File: src/rtl/issue_scoreboard_if.sv
// Decode-to-execute issue bus: decode handshake, writeback and branch
// resolution events, plus scoreboard status returned to the pipeline.
interface issue_scoreboard_if #(
  parameter int MAX_OUTSTANDING = 4,
  parameter int STALL_CNT_W     = 16
);
  localparam int OUT_W = $clog2(MAX_OUTSTANDING + 1);

  logic                   dec_valid_i;
  logic [4:0]             dec_rs1_addr_i;
  logic [4:0]             dec_rs2_addr_i;
  logic [4:0]             dec_rd_addr_i;
  logic                   dec_uses_rs1_i;
  logic                   dec_uses_rs2_i;
  logic                   dec_reg_write_en_i;
  logic                   dec_branch_i;
  logic                   dec_jump_i;
  logic                   dec_ready_o;
  logic                   issue_fire_o;
  logic                   wb_valid_i;
  logic [4:0]             wb_rd_addr_i;
  logic                   resolve_i;
  logic                   flush_i;
  logic [31:0]            busy_o;
  logic [OUT_W-1:0]       outstanding_o;
  logic                   ctrl_pending_o;
  logic [STALL_CNT_W-1:0] stall_cnt_o;
  logic                   wb_err_o;

  // Pipeline side: presents instructions and retirement events.
  modport master (
    output dec_valid_i, dec_rs1_addr_i, dec_rs2_addr_i, dec_rd_addr_i,
           dec_uses_rs1_i, dec_uses_rs2_i, dec_reg_write_en_i,
           dec_branch_i, dec_jump_i, wb_valid_i, wb_rd_addr_i,
           resolve_i, flush_i,
    input  dec_ready_o, issue_fire_o, busy_o, outstanding_o,
           ctrl_pending_o, stall_cnt_o, wb_err_o
  );

  // Scoreboard side.
  modport slave (
    input  dec_valid_i, dec_rs1_addr_i, dec_rs2_addr_i, dec_rd_addr_i,
           dec_uses_rs1_i, dec_uses_rs2_i, dec_reg_write_en_i,
           dec_branch_i, dec_jump_i, wb_valid_i, wb_rd_addr_i,
           resolve_i, flush_i,
    output dec_ready_o, issue_fire_o, busy_o, outstanding_o,
           ctrl_pending_o, stall_cnt_o, wb_err_o
  );
endinterface

File: src/rtl/issue_scoreboard.sv
// Issue controller: 32-entry busy scoreboard gating decode issue on
// RAW/WAW hazards, the in-flight write limit and unresolved control flow.
module issue_scoreboard #(
  parameter int MAX_OUTSTANDING = 4,
  parameter int STALL_CNT_W     = 16
) (
  input logic             clk,
  input logic             rst,
  issue_scoreboard_if.slave bus
);
  localparam int OUT_W = $clog2(MAX_OUTSTANDING + 1);

  typedef enum logic {RUN, CTRL_WAIT} state_t;

  state_t                 state_reg, state_next;
  logic [31:0]            busy_reg, busy_next;
  logic [OUT_W-1:0]       outstanding_reg, outstanding_next, outstanding_eff;
  logic [STALL_CNT_W-1:0] stall_cnt_reg, stall_cnt_next;
  logic                   wb_err_reg, wb_err_next;

  logic [31:0] wb_mask;   // one-hot of a valid writeback target
  logic [31:0] rd_mask;   // one-hot of rd, never bit 0
  logic [31:0] eff_busy;  // busy with same-cycle writeback waived
  logic        wr, wb_hit, ready, fire;
  logic        rs1_haz, rs2_haz, rd_haz, limit_haz;

  // Per-register decode of writeback and destination addresses.
  generate
    for (genvar gi = 0; gi < 32; gi++) begin : g_reg
      assign wb_mask[gi]  = bus.wb_valid_i && (bus.wb_rd_addr_i == 5'(gi));
      assign rd_mask[gi]  = (gi != 0) && (bus.dec_rd_addr_i == 5'(gi));
      assign eff_busy[gi] = busy_reg[gi] & ~wb_mask[gi];
    end
  endgenerate

  assign wr              = bus.dec_reg_write_en_i && (bus.dec_rd_addr_i != 5'd0);
  // Only a writeback that hits a busy entry retires anything.
  assign wb_hit          = |(busy_reg & wb_mask);
  assign outstanding_eff = outstanding_reg - OUT_W'(wb_hit);

  assign rs1_haz   = bus.dec_uses_rs1_i && eff_busy[bus.dec_rs1_addr_i];
  assign rs2_haz   = bus.dec_uses_rs2_i && eff_busy[bus.dec_rs2_addr_i];
  assign rd_haz    = wr && eff_busy[bus.dec_rd_addr_i];
  assign limit_haz = wr && (outstanding_eff == OUT_W'(MAX_OUTSTANDING));

  // Issue gating and next-state for the control-flow FSM.
  always_comb begin
    state_next = state_reg;
    ready      = 1'b0;
    case (state_reg)
      RUN: begin
        ready = !(rs1_haz || rs2_haz || rd_haz || limit_haz);
        if (bus.dec_valid_i && ready && (bus.dec_branch_i || bus.dec_jump_i))
          state_next = CTRL_WAIT;
      end
      CTRL_WAIT: begin
        if (bus.resolve_i || bus.flush_i)
          state_next = RUN;
      end
      default: state_next = RUN;
    endcase
  end

  assign fire = bus.dec_valid_i && ready;

  // Scoreboard, counters and sticky error next-state.
  always_comb begin
    busy_next        = (busy_reg & ~wb_mask) | ((fire && wr) ? rd_mask : 32'd0);
    outstanding_next = outstanding_reg - OUT_W'(wb_hit) + OUT_W'(fire && wr);
    wb_err_next      = wb_err_reg |
                       (bus.wb_valid_i && (bus.wb_rd_addr_i != 5'd0) && !wb_hit);
    stall_cnt_next   = stall_cnt_reg;
    if (bus.dec_valid_i && !ready && (stall_cnt_reg != {STALL_CNT_W{1'b1}}))
      stall_cnt_next = stall_cnt_reg + 1'b1;
  end

  // State registers; reset wins over every same-cycle event.
  always_ff @(posedge clk) begin
    if (rst) begin
      state_reg       <= RUN;
      busy_reg        <= 32'd0;
      outstanding_reg <= '0;
      stall_cnt_reg   <= '0;
      wb_err_reg      <= 1'b0;
    end else begin
      state_reg       <= state_next;
      busy_reg        <= busy_next;
      outstanding_reg <= outstanding_next;
      stall_cnt_reg   <= stall_cnt_next;
      wb_err_reg      <= wb_err_next;
    end
  end

  assign bus.dec_ready_o    = ready;
  assign bus.issue_fire_o   = fire;
  assign bus.busy_o         = busy_reg;
  assign bus.outstanding_o  = outstanding_reg;
  assign bus.ctrl_pending_o = (state_reg == CTRL_WAIT);
  assign bus.stall_cnt_o    = stall_cnt_reg;
  assign bus.wb_err_o       = wb_err_reg;
endmodule

File: src/flat_wrapper.sv
// flat-port wrapper written by rule: the top's interface ports become plain ports
module issue_scoreboard_flat 
#(
  parameter int MAX_OUTSTANDING = 4,
  parameter int STALL_CNT_W     = 16
)
  (clk, rst, bus_dec_valid_i, bus_dec_rs1_addr_i, bus_dec_rs2_addr_i, bus_dec_rd_addr_i, bus_dec_uses_rs1_i, bus_dec_uses_rs2_i, bus_dec_reg_write_en_i, bus_dec_branch_i, bus_dec_jump_i, bus_wb_valid_i, bus_wb_rd_addr_i, bus_resolve_i, bus_flush_i, bus_dec_ready_o, bus_issue_fire_o, bus_busy_o, bus_outstanding_o, bus_ctrl_pending_o, bus_stall_cnt_o, bus_wb_err_o);
  issue_scoreboard_if #(.MAX_OUTSTANDING(MAX_OUTSTANDING), .STALL_CNT_W(STALL_CNT_W)) bus_i ();
  input logic clk;
  input logic rst;
  input wire logic [$bits(bus_i.dec_valid_i)-1:0] bus_dec_valid_i;
  input wire logic [$bits(bus_i.dec_rs1_addr_i)-1:0] bus_dec_rs1_addr_i;
  input wire logic [$bits(bus_i.dec_rs2_addr_i)-1:0] bus_dec_rs2_addr_i;
  input wire logic [$bits(bus_i.dec_rd_addr_i)-1:0] bus_dec_rd_addr_i;
  input wire logic [$bits(bus_i.dec_uses_rs1_i)-1:0] bus_dec_uses_rs1_i;
  input wire logic [$bits(bus_i.dec_uses_rs2_i)-1:0] bus_dec_uses_rs2_i;
  input wire logic [$bits(bus_i.dec_reg_write_en_i)-1:0] bus_dec_reg_write_en_i;
  input wire logic [$bits(bus_i.dec_branch_i)-1:0] bus_dec_branch_i;
  input wire logic [$bits(bus_i.dec_jump_i)-1:0] bus_dec_jump_i;
  input wire logic [$bits(bus_i.wb_valid_i)-1:0] bus_wb_valid_i;
  input wire logic [$bits(bus_i.wb_rd_addr_i)-1:0] bus_wb_rd_addr_i;
  input wire logic [$bits(bus_i.resolve_i)-1:0] bus_resolve_i;
  input wire logic [$bits(bus_i.flush_i)-1:0] bus_flush_i;
  output wire logic [$bits(bus_i.dec_ready_o)-1:0] bus_dec_ready_o;
  output wire logic [$bits(bus_i.issue_fire_o)-1:0] bus_issue_fire_o;
  output wire logic [$bits(bus_i.busy_o)-1:0] bus_busy_o;
  output wire logic [$bits(bus_i.outstanding_o)-1:0] bus_outstanding_o;
  output wire logic [$bits(bus_i.ctrl_pending_o)-1:0] bus_ctrl_pending_o;
  output wire logic [$bits(bus_i.stall_cnt_o)-1:0] bus_stall_cnt_o;
  output wire logic [$bits(bus_i.wb_err_o)-1:0] bus_wb_err_o;
  assign bus_i.dec_valid_i = bus_dec_valid_i;
  assign bus_i.dec_rs1_addr_i = bus_dec_rs1_addr_i;
  assign bus_i.dec_rs2_addr_i = bus_dec_rs2_addr_i;
  assign bus_i.dec_rd_addr_i = bus_dec_rd_addr_i;
  assign bus_i.dec_uses_rs1_i = bus_dec_uses_rs1_i;
  assign bus_i.dec_uses_rs2_i = bus_dec_uses_rs2_i;
  assign bus_i.dec_reg_write_en_i = bus_dec_reg_write_en_i;
  assign bus_i.dec_branch_i = bus_dec_branch_i;
  assign bus_i.dec_jump_i = bus_dec_jump_i;
  assign bus_i.wb_valid_i = bus_wb_valid_i;
  assign bus_i.wb_rd_addr_i = bus_wb_rd_addr_i;
  assign bus_i.resolve_i = bus_resolve_i;
  assign bus_i.flush_i = bus_flush_i;
  assign bus_dec_ready_o = bus_i.dec_ready_o;
  assign bus_issue_fire_o = bus_i.issue_fire_o;
  assign bus_busy_o = bus_i.busy_o;
  assign bus_outstanding_o = bus_i.outstanding_o;
  assign bus_ctrl_pending_o = bus_i.ctrl_pending_o;
  assign bus_stall_cnt_o = bus_i.stall_cnt_o;
  assign bus_wb_err_o = bus_i.wb_err_o;
  issue_scoreboard #(.MAX_OUTSTANDING(MAX_OUTSTANDING), .STALL_CNT_W(STALL_CNT_W)) u_core (.clk(clk), .rst(rst), .bus(bus_i));
endmodule
File: config.mk
export PLATFORM = sky130hd
export DESIGN_NAME = issue_scoreboard_flat
export DESIGN_NICKNAME = d
export VERILOG_FILES = /design/src/rtl/issue_scoreboard_if.sv /design/src/rtl/issue_scoreboard.sv /design/src/flat_wrapper.sv
export SDC_FILE = /design/constraint.sdc
export NUM_CORES = 1
export LEC_CHECK = 0
export ABC_AREA = 1
export CORE_UTILIZATION = 45
export CTS_BUF_LIST = sky130_fd_sc_hd__clkbuf_4 sky130_fd_sc_hd__clkbuf_8
export DETAILED_ROUTE_END_ITERATION = 8
export PLACE_DENSITY_LB_ADDON = 0.15
export SLEW_MARGIN = 40
export SYNTH_ARGS = -nofsm -noshare
export SYNTH_HDL_FRONTEND = slang
export SYNTH_SLANG_ARGS = --single-unit
File: constraint.sdc
create_clock -name clk -period 4.25 [get_ports clk]
set_clock_uncertainty 0.15 [all_clocks]
set_input_delay 0.6375 -clock clk [delete_from_list [all_inputs] [get_ports clk]]
set_output_delay 0.6375 -clock clk [all_outputs]
set_load 0.02 [all_outputs]
==> results.cfg <==
[status]
outcome = finished with violations
violations = DRC

[global_route]
overflow = 0
grt_pass1_wl_mm = 28.0
grt_use_total_pct = 36.9
antenna_found_initial = 0
grt_max_degree = 37
grt_pass1_vias = 5400

[worst_setup_path]
required_ns = 3.46
worstSetupPathType = in2out
path_cells = clkdlybuf4s15_1 -> inv_2 -> nor2_2 -> nand3_1 -> nand4_1 -> or3_1 -> nor4_2 -> inv_1 -> ha_2 -> ha_2 -> xnor2_2 -> nor2_1 -> nand2_1 -> nand3_1 -> nand2_1 -> nand2_2 -> nor2_4 -> nand2_1 -> inv_1 -> buf_4
arrival_ns = 3.31
slowest_stage = or3_1
startpoint_type = input pin
cp-end-kind = output port
crit_top_cell = nand2_1
critPathMaxStageDelay_ns = 0.33
crit_fanout = 8

[placement]
dp.cells = 944
port_buffers = 85
place_area_sq_mm = 0.00553
gp_congestion = 1.07
dp.final_hpwl_mm = 14.1

[power_and_ir_drop]
p_per_area_mw_per_mm2 = 201
switching_share_pct = 32.1
p_sw_uw = 371
sequentialPowerShare_pct = 44.1
p_clk_share_pct = 29.1
leakage_uw = 0.00232
intPower_uw = 785
share_comb_of_total_power_pct = 26.8
irDropWorstVdd_mv = 0.235

[sta]
fmax_mhz = 244
rsz0062_at_grt = false
min_period_over_period_pct = 96.4
finalCriticalPeriod_ns = 4.10
hold_viol_final = 0
maxSlewHeadroom_pct = 58.0
finalSetupViolCount = 0
tightest_slew_ns = 0.630
drv_slew = 0

[clock_tree]
cts_buffers = 5
clk_pin_slew_ns = 0.09
cts.sinks = 53
cts_buffer_depth = 2
cts_root_buf = clkbuf_8
cts_max_level = 2
cts_tree = done
cts_hold_buf = 0
insertion_delay_ns = 0.31

[finish]
fin_cells = 959
postLayoutCellArea_sq_mm = 0.00574
fin_util_pct = 64.9
syn2layout_area_growth_pct = 37.6
diodes = 0
fin_nets = 887
drive_gt1_share_pct = 13.9

[synthesis]
yosys.area.top_type_share_pct = 25.4
seq_area_frac_synth_pct = 25.4
yosys-top-cells-area = dfxtp_1 25%, nand3_1 22%, nand2_1 14%, nor2_1 6.3%, inv_1 6.0%
ys_ff_latch = 53
synth_area_leader_cell = dfxtp_1
yosys_warnings = 0
synth_nets = 752
syn_area_sq_mm = 0.00417
synthDistinctLibCells = 28
synth_cells = 716
synth_area_per_cell_sq_um = 5.82

[drt]
drt_wl_total_mm = 18.0
wl_per_cell_um = 18.8
vias_per_cell = 5.93
via_count = 5688
drtAntennaViolNets = 0
drc_errors = 6
firstDrtPassIters = 9
drt_iter0_markers = 401

[floorplan]
die_area_sq_mm = 0.00966
dieHeight_um = 98.3
fp-row-count = 34
start_util_pct = 47.1
die-width_um = 98.3
core-area_sq_mm = 0.00885
boundaryPins = 86

[run]
max-cap-violations = 0

[hold_path]
hold_class = reg2reg
==> layout make-up <==
cell class,instances,area [sq um]
fill,828,3110
multi-input combinational,559,2770
tap,108,135
timing repair inverter,1,6.26
sequential,53,1060
inverter,70,270
clock inverter,2,35.0
timing repair buffer,161,1400
clock buffer,5,68.8
==> routing by layer <==
layer	GRT usage [%]	up-vias	routed length, um	part of all wire (%)
li1	-	2680	-	-
met1	43.1	2564	6820	38
met2	62.0	370	8260	46
met3	8.30	74	1860	10
met4	21.7	0	1070	5.9
met5	0	-	0	0
==> logic make-up after synthesis <==
| family | count (synthesis) | synth area share [%] |
|---|---|---|
| AOI/OAI and AO/OA | 61 | 7.59 |
| xor gates and xnor gates | 16 | 3.36 |
| adders and majority gates | 5 | 1.50 |
| buffers and inverters | 105 | 9.96 |
| DFF | 53 | 25.4 |
| and+or+nand+nor | 476 | 52.1 |
==> through the flow <==
stage	power [uW]	TNS (ns)	setup WS (ns)	hold slack, ns
after floorplan	691	0	0.109	0.402
after global placement	814	-2.26	-0.732	0.305
after detailed placement	818	-2.47	-0.719	0.306
after CTS	1140	0	0.00699	0.336
after global routing	1200	0	0.0216	0.349
final	1160	0	0.151	0.328
==> state kept, by name, summed over array words and instances (netlist names) <==
name,flops
u_core.bus.wb_err_o,1
u_core.bus.ctrl_pending_o,1
u_core.bus.busy_o,32
u_core.bus.stall_cnt_o,16
u_core.bus.outstanding_o,3
==> cell usage after synthesis, drive strengths merged <==
| cell | number |
|---|---|
| xor2 | 9 |
| nand2 | 159 |
| nor4 | 4 |
| clkbuf | 18 |
| or3 | 1 |
| nand4 | 36 |
| a21oi | 48 |
| o22ai | 2 |
| nor3 | 15 |
| xnor2 | 7 |
| ha | 5 |
| clkinv | 1 |
| nor2 | 73 |
| inv | 69 |
| buf | 17 |
| nand3 | 185 |
| o2111ai | 1 |
| o21ai | 8 |
| nand3b | 2 |
| o21a | 2 |
| or2 | 1 |
| dfxtp | 53 |
==> path summary, 6_finish.rpt <==
path,endpoint,slack [ns],depth (start not counted),startpoint
max,bus_issue_fire_o,0.15,20,bus_wb_valid_i
min,u_core.bus.wb_err_o$_SDFF_PP0_,0.33,1,u_core.bus.wb_err_o$_SDFF_PP0_
max reg2reg,u_core.bus.outstanding_o[2]$_SDFF_PP0_,0.93,20,u_core.bus.busy_o[5]$_SDFF_PP0_
min reg2reg,u_core.bus.wb_err_o$_SDFF_PP0_,0.33,1,u_core.bus.wb_err_o$_SDFF_PP0_
==> power by group through the flow <==
stage	logic, uW	clock network, uW	registers (uW)
CTS	297	334	509
global placement	294	0	520
global route	334	354	511
detailed placement	297	0	521
floorplan	164	0	527
finish	310	337	510
==> what timing repair did <==
item	in CTS	in global routing
buffers inserted	6	0
setup endpoints to repair	2	2
resized for setup	21	31
gates cloned	0	2
pin swaps	4	11
==> worst max-delay path, delay by kind of cell <==
family                   cells  cell delay (ns)
AND/OR/NAND/NOR             12             1.38
buffers and inverters        5             0.70
adder cells (fa/ha/maj)      2             0.39
XOR/XNOR                     1             0.20
==> layout by cell type (no fill, tap or decap), drive strengths merged <==
| cell type | count |
|---|---|
| nand4 | 36 |
| o21a | 2 |
| nor4 | 4 |
| xnor2 | 7 |
| o21ai | 8 |
| clkdlybuf4s50 | 77 |
| bufinv | 1 |
| clkbuf | 10 |
| nand3b | 2 |
| o22ai | 2 |
| nand3 | 185 |
| or2 | 1 |
| inv | 70 |
| o2111ai | 1 |
| clkdlybuf4s15 | 1 |
| nor2 | 74 |
| buf | 78 |
| or3 | 1 |
| a21oi | 48 |
| nand2 | 159 |
| ha | 5 |
| nor3 | 15 |
| dfxtp | 53 |
| xor2 | 9 |
| clkinv | 2 |
Power figures use the tool's default switching activity.
